**src/rtl/bcam_mbist_mask_sequencer_pkg.sv**
```systemverilog
// Shared types and the mask pattern generator for the BCAM MBIST mask sequencer.
// The pattern function works on a wide vector; callers slice off their own RF_DWIDTH.
package bcam_mbist_pkg;

  typedef enum logic [1:0] {
    WALK1   = 2'd0,
    WALK0   = 2'd1,
    CHECKER = 2'd2,
    ALLONES = 2'd3
  } mask_mode_e;

  typedef enum logic {
    IDLE   = 1'b0,
    ACTIVE = 1'b1
  } seq_state_e;

  localparam int unsigned MAX_DWIDTH = 1024;
  typedef logic [MAX_DWIDTH-1:0] wide_mask_t;

  // dwidth and group are elaboration constants at every call site, so the loop
  // and division fold away; only the pos comparison remains as logic.
  function automatic wide_mask_t mask_pattern(input mask_mode_e  mode,
                                              input int unsigned pos,
                                              input int unsigned dwidth,
                                              input int unsigned group);
    wide_mask_t  m;
    int unsigned g;
    m = '0;
    for (int unsigned i = 0; i < dwidth; i++) begin
      g = i / group;
      case (mode)
        WALK1:   m[i] = (g == pos);
        WALK0:   m[i] = (g != pos);
        CHECKER: m[i] = (((g + pos) & 32'd1) == 32'd0);
        default: m[i] = 1'b1;
      endcase
    end
    return m;
  endfunction

endpackage

```
**src/rtl/bcam_mbist_mask_sequencer_if.sv**
```systemverilog
// Controller-side bundle of the BCAM MBIST mask sequencer: mask controls,
// BIST/functional data in, array write/compare data and sequencer status out.
interface bcam_mbist_mask_sequencer_if #(
  parameter int unsigned RF_DWIDTH  = 72,
  parameter int unsigned WR_PORTS   = 1,
  parameter int unsigned CM_PORTS   = 2,
  parameter int unsigned MASK_GROUP = 1
);
  localparam int unsigned NPOS  = RF_DWIDTH / MASK_GROUP;
  localparam int unsigned POS_W = (NPOS > 1) ? $clog2(NPOS) : 1;

  logic                                bist_cm_mode;
  logic [1:0]                          bist_mask_mode;
  logic                                bist_mask_load;
  logic                                bist_rotate_mask;
  logic [CM_PORTS-1:0]                 bist_cd_mask_enable;
  logic                                bist_data_inv;
  logic [WR_PORTS-1:0][RF_DWIDTH-1:0]  bist_wr_data;
  logic [CM_PORTS-1:0][RF_DWIDTH-1:0]  bist_cm_data;
  logic [CM_PORTS-1:0][RF_DWIDTH-1:0]  cm_data_func;
  logic                                fscan_mode;
  logic [WR_PORTS-1:0][RF_DWIDTH-1:0]  bist_wr_data_out;
  logic [CM_PORTS-1:0][RF_DWIDTH-1:0]  bist_cm_data_out;
  logic [POS_W-1:0]                    mask_pos;
  logic                                mask_valid;
  logic                                mask_wrap;

  modport master (
    output bist_cm_mode, bist_mask_mode, bist_mask_load, bist_rotate_mask,
           bist_cd_mask_enable, bist_data_inv, bist_wr_data, bist_cm_data,
           cm_data_func, fscan_mode,
    input  bist_wr_data_out, bist_cm_data_out, mask_pos, mask_valid, mask_wrap
  );

  modport slave (
    input  bist_cm_mode, bist_mask_mode, bist_mask_load, bist_rotate_mask,
           bist_cd_mask_enable, bist_data_inv, bist_wr_data, bist_cm_data,
           cm_data_func, fscan_mode,
    output bist_wr_data_out, bist_cm_data_out, mask_pos, mask_valid, mask_wrap
  );

endinterface

```
**src/rtl/bcam_mbist_mask_sequencer_mask_gen.sv**
```systemverilog
// Compare-mask sequencer: IDLE/ACTIVE state, position counter, latched mode,
// mask register with optional scan-mode capture, and the registered wrap flag.
module bcam_mbist_mask_gen
  import bcam_mbist_pkg::*;
#(
  parameter int unsigned RF_DWIDTH         = 72,
  parameter int unsigned MASK_GROUP        = 1,
  parameter int unsigned CAM_MATCH_ATPG_EN = 0,
  parameter int unsigned NPOS              = RF_DWIDTH / MASK_GROUP,
  parameter int unsigned POS_W             = (NPOS > 1) ? $clog2(NPOS) : 1
) (
  input  logic                 bist_clk,
  input  logic                 rst,
  input  logic                 load,
  input  logic                 rotate,
  input  logic [1:0]           mode_in,
  input  logic                 fscan_mode,
  input  logic [RF_DWIDTH-1:0] capture_data,
  output logic [RF_DWIDTH-1:0] mask,
  output logic [POS_W-1:0]     mask_pos,
  output logic                 mask_valid,
  output logic                 mask_wrap
);

  seq_state_e           state_q, state_d;
  mask_mode_e           mode_q,  mode_d;
  logic [POS_W-1:0]     pos_q,   pos_d;
  logic [RF_DWIDTH-1:0] mask_q,  mask_d;
  logic                 wrap_q,  wrap_d;
  wide_mask_t           pattern;

  always_comb begin
    // NOTE: every always_comb output gets a default first, so no path can infer a latch.
    state_d = state_q;
    mode_d  = mode_q;
    pos_d   = pos_q;
    mask_d  = mask_q;
    wrap_d  = 1'b0;
    pattern = '0;

    if (load) begin
      state_d = ACTIVE;
      mode_d  = mask_mode_e'(mode_in);
      pos_d   = '0;
      pattern = mask_pattern(mode_d, 32'd0, RF_DWIDTH, MASK_GROUP);
      mask_d  = pattern[RF_DWIDTH-1:0];
    end else if (rotate && state_q == ACTIVE) begin
      if (pos_q == POS_W'(NPOS - 1)) begin
        pos_d  = '0;
        wrap_d = 1'b1;
      end else begin
        pos_d  = pos_q + 1'b1;
      end
      pattern = mask_pattern(mode_q, 32'(pos_d), RF_DWIDTH, MASK_GROUP);
      mask_d  = pattern[RF_DWIDTH-1:0];
    end else if (CAM_MATCH_ATPG_EN != 0 && fscan_mode) begin
      // Scan capture only touches the mask; position and state stay put.
      mask_d = capture_data;
    end
  end

  // NOTE: sequential state uses non-blocking assignments only; the blocking temporaries live in always_comb.
  always_ff @(posedge bist_clk or posedge rst) begin
    if (rst) begin
      state_q <= IDLE;
      mode_q  <= WALK1;
      pos_q   <= '0;
      // NOTE: the mask is a plain flop vector (not a memory), so it is reset along with the rest.
      mask_q  <= '0;
      wrap_q  <= 1'b0;
    end else begin
      state_q <= state_d;
      mode_q  <= mode_d;
      pos_q   <= pos_d;
      mask_q  <= mask_d;
      wrap_q  <= wrap_d;
    end
  end

  assign mask       = mask_q;
  assign mask_pos   = pos_q;
  assign mask_valid = (state_q == ACTIVE);
  assign mask_wrap  = wrap_q;

endmodule

```
**src/rtl/bcam_mbist_mask_sequencer.sv**
```systemverilog
// BCAM MBIST front end: inverts write data per write port, builds masked compare
// data per CAM port, and optionally registers both data outputs.
module bcam_mbist_mask_sequencer
  import bcam_mbist_pkg::*;
#(
  parameter int unsigned RF_DWIDTH         = 72,
  parameter int unsigned WR_PORTS          = 1,
  parameter int unsigned CM_PORTS          = 2,
  parameter int unsigned MASK_GROUP        = 1,
  parameter int unsigned CAM_MATCH_ATPG_EN = 0,
  parameter int unsigned OUT_STAGE         = 1
) (
  input logic                         bist_clk,
  input logic                         rst,
  bcam_mbist_mask_sequencer_if.slave  bus
);

  localparam int unsigned NPOS  = RF_DWIDTH / MASK_GROUP;
  localparam int unsigned POS_W = (NPOS > 1) ? $clog2(NPOS) : 1;

  logic [RF_DWIDTH-1:0]               mask;
  logic [RF_DWIDTH-1:0]               cmp;
  logic [WR_PORTS-1:0][RF_DWIDTH-1:0] wr_out_d;
  logic [CM_PORTS-1:0][RF_DWIDTH-1:0] cm_out_d;

  bcam_mbist_mask_gen #(
    .RF_DWIDTH         (RF_DWIDTH),
    .MASK_GROUP        (MASK_GROUP),
    .CAM_MATCH_ATPG_EN (CAM_MATCH_ATPG_EN),
    .NPOS              (NPOS),
    .POS_W             (POS_W)
  ) u_mask_gen (
    .bist_clk     (bist_clk),
    .rst          (rst),
    .load         (bus.bist_mask_load),
    .rotate       (bus.bist_rotate_mask),
    .mode_in      (bus.bist_mask_mode),
    .fscan_mode   (bus.fscan_mode),
    .capture_data (bus.cm_data_func[0]),
    .mask         (mask),
    .mask_pos     (bus.mask_pos),
    .mask_valid   (bus.mask_valid),
    .mask_wrap    (bus.mask_wrap)
  );

  always_comb begin
    wr_out_d = '0;
    cm_out_d = '0;
    cmp      = '0;
    for (int w = 0; w < int'(WR_PORTS); w++) begin
      wr_out_d[w] = bus.bist_wr_data[w] ^ {RF_DWIDTH{bus.bist_data_inv}};
    end
    // CAM ports beyond the write-port count reuse write ports round-robin.
    for (int p = 0; p < int'(CM_PORTS); p++) begin
      cmp         = (bus.bist_cd_mask_enable[p] ? mask : '0) ^ wr_out_d[p % int'(WR_PORTS)];
      cm_out_d[p] = bus.bist_cm_mode ? cmp : bus.bist_cm_data[p];
    end
  end

  if (OUT_STAGE != 0) begin : g_out_reg
    logic [WR_PORTS-1:0][RF_DWIDTH-1:0] wr_out_q;
    logic [CM_PORTS-1:0][RF_DWIDTH-1:0] cm_out_q;

    always_ff @(posedge bist_clk or posedge rst) begin
      if (rst) begin
        wr_out_q <= '0;
        cm_out_q <= '0;
      end else begin
        wr_out_q <= wr_out_d;
        cm_out_q <= cm_out_d;
      end
    end

    assign bus.bist_wr_data_out = wr_out_q;
    assign bus.bist_cm_data_out = cm_out_q;
  end else begin : g_out_comb
    assign bus.bist_wr_data_out = wr_out_d;
    assign bus.bist_cm_data_out = cm_out_d;
  end

endmodule

```
**src/flat_wrapper.sv**
```systemverilog
// flat-port wrapper written by rule: the top's interface ports become plain ports
module bcam_mbist_mask_sequencer_flat import bcam_mbist_pkg::*;
#(
  parameter int unsigned RF_DWIDTH         = 72,
  parameter int unsigned WR_PORTS          = 1,
  parameter int unsigned CM_PORTS          = 2,
  parameter int unsigned MASK_GROUP        = 1,
  parameter int unsigned CAM_MATCH_ATPG_EN = 0,
  parameter int unsigned OUT_STAGE         = 1
)
  (bist_clk, rst, bus_bist_cm_mode, bus_bist_mask_mode, bus_bist_mask_load, bus_bist_rotate_mask, bus_bist_cd_mask_enable, bus_bist_data_inv, bus_bist_wr_data, bus_bist_cm_data, bus_cm_data_func, bus_fscan_mode, bus_bist_wr_data_out, bus_bist_cm_data_out, bus_mask_pos, bus_mask_valid, bus_mask_wrap);
  bcam_mbist_mask_sequencer_if #(.RF_DWIDTH(RF_DWIDTH), .WR_PORTS(WR_PORTS), .CM_PORTS(CM_PORTS), .MASK_GROUP(MASK_GROUP)) bus_i ();
  input logic bist_clk;
  input logic rst;
  input wire logic [$bits(bus_i.bist_cm_mode)-1:0] bus_bist_cm_mode;
  input wire logic [$bits(bus_i.bist_mask_mode)-1:0] bus_bist_mask_mode;
  input wire logic [$bits(bus_i.bist_mask_load)-1:0] bus_bist_mask_load;
  input wire logic [$bits(bus_i.bist_rotate_mask)-1:0] bus_bist_rotate_mask;
  input wire logic [$bits(bus_i.bist_cd_mask_enable)-1:0] bus_bist_cd_mask_enable;
  input wire logic [$bits(bus_i.bist_data_inv)-1:0] bus_bist_data_inv;
  input wire logic [$bits(bus_i.bist_wr_data)-1:0] bus_bist_wr_data;
  input wire logic [$bits(bus_i.bist_cm_data)-1:0] bus_bist_cm_data;
  input wire logic [$bits(bus_i.cm_data_func)-1:0] bus_cm_data_func;
  input wire logic [$bits(bus_i.fscan_mode)-1:0] bus_fscan_mode;
  output wire logic [$bits(bus_i.bist_wr_data_out)-1:0] bus_bist_wr_data_out;
  output wire logic [$bits(bus_i.bist_cm_data_out)-1:0] bus_bist_cm_data_out;
  output wire logic [$bits(bus_i.mask_pos)-1:0] bus_mask_pos;
  output wire logic [$bits(bus_i.mask_valid)-1:0] bus_mask_valid;
  output wire logic [$bits(bus_i.mask_wrap)-1:0] bus_mask_wrap;
  assign bus_i.bist_cm_mode = bus_bist_cm_mode;
  assign bus_i.bist_mask_mode = bus_bist_mask_mode;
  assign bus_i.bist_mask_load = bus_bist_mask_load;
  assign bus_i.bist_rotate_mask = bus_bist_rotate_mask;
  assign bus_i.bist_cd_mask_enable = bus_bist_cd_mask_enable;
  assign bus_i.bist_data_inv = bus_bist_data_inv;
  assign bus_i.bist_wr_data = bus_bist_wr_data;
  assign bus_i.bist_cm_data = bus_bist_cm_data;
  assign bus_i.cm_data_func = bus_cm_data_func;
  assign bus_i.fscan_mode = bus_fscan_mode;
  assign bus_bist_wr_data_out = bus_i.bist_wr_data_out;
  assign bus_bist_cm_data_out = bus_i.bist_cm_data_out;
  assign bus_mask_pos = bus_i.mask_pos;
  assign bus_mask_valid = bus_i.mask_valid;
  assign bus_mask_wrap = bus_i.mask_wrap;
  bcam_mbist_mask_sequencer #(.RF_DWIDTH(RF_DWIDTH), .WR_PORTS(WR_PORTS), .CM_PORTS(CM_PORTS), .MASK_GROUP(MASK_GROUP), .CAM_MATCH_ATPG_EN(CAM_MATCH_ATPG_EN), .OUT_STAGE(OUT_STAGE)) u_core (.bist_clk(bist_clk), .rst(rst), .bus(bus_i));
endmodule
```
**config.mk**
```make
export PLATFORM = sky130hd
export DESIGN_NAME = bcam_mbist_mask_sequencer_flat
export DESIGN_NICKNAME = d
export VERILOG_FILES = /design/src/rtl/bcam_mbist_mask_sequencer_pkg.sv /design/src/rtl/bcam_mbist_mask_sequencer_if.sv /design/src/rtl/bcam_mbist_mask_sequencer_mask_gen.sv /design/src/rtl/bcam_mbist_mask_sequencer.sv /design/src/flat_wrapper.sv
export SDC_FILE = /design/constraint.sdc
export NUM_CORES = 1
export LEC_CHECK = 0
export ABC_AREA = 1
export CORE_AREA = 2 2 234 236
export DETAILED_ROUTE_END_ITERATION = 7
export DIE_AREA = 0 0 236 238
export GPL_ROUTABILITY_DRIVEN = 0
export SETUP_SLACK_MARGIN = 0.05
export SLEW_MARGIN = 20
export SYNTH_ARGS = -nofsm -noshare
export SYNTH_HDL_FRONTEND = slang
export SYNTH_SLANG_ARGS = --single-unit
```
**constraint.sdc**
```tcl
create_clock -name bist_clk -period 26.4 [get_ports bist_clk]
set_input_delay 7.92 -clock bist_clk [delete_from_list [all_inputs] [get_ports bist_clk]]
set_output_delay 7.92 -clock bist_clk [all_outputs]
set_load 0.05 [all_outputs]
```
==> impl_metrics.py <==
metrics = {
    "outcome": {
        "status": "complete, no violations",
    },
    "setup_path": {
        "r2r_start": "u_core.u_mask_gen.mask_pos[0]$_DFFE_PP0P_",
        "worstSetupPathType": "input port to flip-flop",
        "crit_path_end_kind": "flip-flop",
        "cp-start-kind": "input port",
        "crit_path_max_fanout": 108,
        "crit_cells": 5,
        "worst-path-buf-inv": 4,
        "crit_required_ps": 26750,
        "slowest_stage": "buf_4",
        "critPathArrivalTime_ps": 10800,
        "rr_endpoint": "u_core.u_mask_gen.mask[0]$_DFFE_PP0P_",
        "r2r_setup_slack_ps": 23890,
        "startpoint": "bus_bist_cm_mode",
        "cpMostUsedCell": "buf_4",
        "cp_slowest_stage_delay_ps": 750,
        "cp-endpoint": "u_core.bus.bist_cm_data_out[124]$_DFF_PP0_",
        "r2r_cells": 11,
        "cp_top_family": "buffers and inverters",
        "crit_chain": "clkdlybuf4s50_1 -> inv_6 -> buf_4 -> buf_4 -> o21ai_0",
    },
    "floorplanning": {
        "core_um2": 53500,
        "initial_core_util_pct": 27.9,
        "num_rows": 85,
        "ios": 596,
        "die_h_um": 238,
        "die_w_um": 236,
        "die-area_um2": 56200,
    },
    "clocking": {
        "hold_buffers": 0,
        "clk_path_buf_depth": 3,
        "cts_tree": "built",
        "cts_setup_buffers": 0,
        "root_buffer": "clkbuf_16",
        "numCtsBuffers": 37,
        "cts_resized": 0,
        "clkLatencyLatePin_ps": 540,
        "cts_sinks": 299,
        "clkTransAtPathRegs_ps": 50,
        "h-tree-depth": 2,
    },
    "worst_hold_path": {
        "hold_class": "flip-flop to flip-flop",
        "whs_path_depth": 1,
    },
    "placed_design": {
        "hpwl_um": 36400,
        "placement.io_buffers": 450,
    },
    "synth": {
        "ys_warn_count": 0,
        "ys_types": 26,
        "ys_seq_elements": 299,
        "ys_seq_area_share_pct": 50.1,
        "netlist_instances": 1825,
        "netlist_area_um2": 14900,
        "syn_area_per_cell_um2": 8.18,
        "syn-num-nets": 2201,
    },
    "route": {
        "drc": 0,
        "first_pass_iters": 5,
        "routed_via_density": 4.47,
        "dr.first_iter.drc_count": 873,
        "wirelength_um": 51900,
        "via_count": 13100,
        "avgRoutedWirePerCell_um": 17.7,
        "postRouteAntennaNets": 0,
    },
    "timing": {
        "skew_ps": 24.1,
        "slew_headroom_pct": 31.6,
        "maxSlewViolCount": 0,
        "timing.setup.tns_ps": 0,
        "setup_viol": 0,
        "max_freq_mhz": 95.7,
        "min_period_over_period_pct": 39.6,
        "finalCriticalPeriod_ps": 10450,
        "tightest_slew_ps": 1020,
        "hold_violations": 0,
        "rsz0062_at_grt": "false",
    },
    "power_and_ir_drop": {
        "power.leakage_nw": 9.39,
        "ir_drop_v": 0.0000365,
        "power.density_nw_per_um2": 69.2,
        "finalPower_mw": 1.47,
    },
    "cells_and_area": {
        "area_growth_pct": 41.9,
        "drive_gt1_share_pct": 4.83,
        "final_nets": 2589,
        "fill_cells": 5309,
    },
    "global_routing": {
        "grt_first_pass_wirelength_um": 78500,
        "track_usage_pct": 18.0,
        "grt_max_degree": 156,
        "antenna_found_initial": 1,
        "overflow": 0,
        "grt_pass1_vias": 12800,
    },
    "flow_run": {
        "cap_violations": 0,
    },
}
-- per-stage QoR --
step	utilization (%)	hold WS, ps	instance area, µm²	setup slack [ps]	instances
3_3_place_gp	37.3	479	20000	15460	2869
4_1_cts	39.6	502	21200	16030	2934
5_1_grt	39.6	539	21200	15760	2935
3_5_place_dp	37.4	484	20000	15470	2870
2_1_floorplan	-	470	14900	10220	1825
6_report	39.6	502	21200	15950	2935
-- flip-flops by register name, summed over array words and instances, names as in the netlist --
| signal | flops |
|---|---|
| u_core.bus.bist_cm_data_out | 144 |
| u_core.bus.bist_wr_data_out | 72 |
| u_core.u_mask_gen.mask | 72 |
| u_core.u_mask_gen.mask_pos | 7 |
| u_core.u_mask_gen.mode_q | 2 |
| u_core.u_mask_gen.mask_valid | 1 |
| u_core.u_mask_gen.mask_wrap | 1 |
-- cell families after synthesis --
family	synth area share [%]
DFF	50.1
adders and majority gates	0.419
AOI/OAI and AO/OA	5.31
xor gates and xnor gates	12.7
buffers and inverters	5.65
and+or+nand+nor	25.8
-- layout make-up --
type / instances / area [µm²] / area share (%)
flip-flops and latches: 299 / 7480 / 35.3
multi-input cells: 1316 / 6650 / 31.4
repair buffers: 462 / 4600 / 21.7
clock buffers: 55 / 1070 / 5.07
well taps: 696 / 871 / 4.11
inverters: 97 / 382 / 1.80
clock inverters: 9 / 115 / 0.543
diodes: 1 / 2.50 / 0.0118
-- where the power goes --
part / internal, mW / switching (mW)
combinational: 0.144 / 0.279
clock: 0.301 / 0.201
sequential: 0.510 / 0.0289
total: 0.955 / 0.510
-- worst min path at each step --
stage	from	endpoint
2_1_floorplan	u_core.u_mask_gen.mask[0]$_DFFE_PP0P_	u_core.u_mask_gen.mask[0]$_DFFE_PP0P_
3_3_place_gp	u_core.u_mask_gen.mask_valid$_DFFE_PP0P_	u_core.u_mask_gen.mask_valid$_DFFE_PP0P_
3_5_place_dp	u_core.u_mask_gen.mask_valid$_DFFE_PP0P_	u_core.u_mask_gen.mask_valid$_DFFE_PP0P_
4_1_cts	u_core.u_mask_gen.mask_valid$_DFFE_PP0P_	u_core.u_mask_gen.mask_valid$_DFFE_PP0P_
5_1_grt	u_core.u_mask_gen.mask_valid$_DFFE_PP0P_	u_core.u_mask_gen.mask_valid$_DFFE_PP0P_
6_report	u_core.u_mask_gen.mask_valid$_DFFE_PP0P_	u_core.u_mask_gen.mask_valid$_DFFE_PP0P_
-- cell usage after synthesis (all sizes together) --
cell	number	area, µm²
ha	5	62.6
inv	96	360
buf	40	205
nand3	153	783
clkbuf	73	274
a21oi	1	5.00
xnor2	15	131
nand4	3	18.8
or2	1	6.26
xor2	201	1760
nor2	33	231
nand2	748	2820
dfrtp	299	7480
o22ai	3	18.8
clkinv	1	3.75
o21ai	152	761
o21bai	1	7.51
-- routing by layer --
metal | global-route usage, % | wire (µm)
met1 | 22.2 | 21400
met3 | 3.59 | 2980
met4 | 5.77 | 1280
met2 | 31.6 | 26200
met5 | 0 | 0
-- worst reg2reg max path, cell delays in order, from the launching register on --
cell and delay (ps):
dfrtp_1 460, ha_1 270, nand2_2 110, inv_2 70
nand3_4 120, nand2_1 120, o21ai_4 800, inv_1 90
nor2_1 140, nand3_1 90, nand2_1 80, nand2_1 50
-- cell usage in the layout (no fill, tap or decap), types with 3 or more instances in the layout --
master	instances
o22ai_1	3
clkbuf_8	6
xnor2_1	15
clkdlybuf4s50_1	447
ha_1	5
buf_4	11
nor2_4	13
inv_1	93
clkinv_2	3
xor2_1	201
clkbuf_16	38
nor2_1	7
nand4_1	3
nand2_1	743
nor2_2	13
nand2_2	5
o21ai_0	150
dfrtp_1	299
clkbuf_1	11
nand3_1	151
Power figures use the tool's default switching activity.
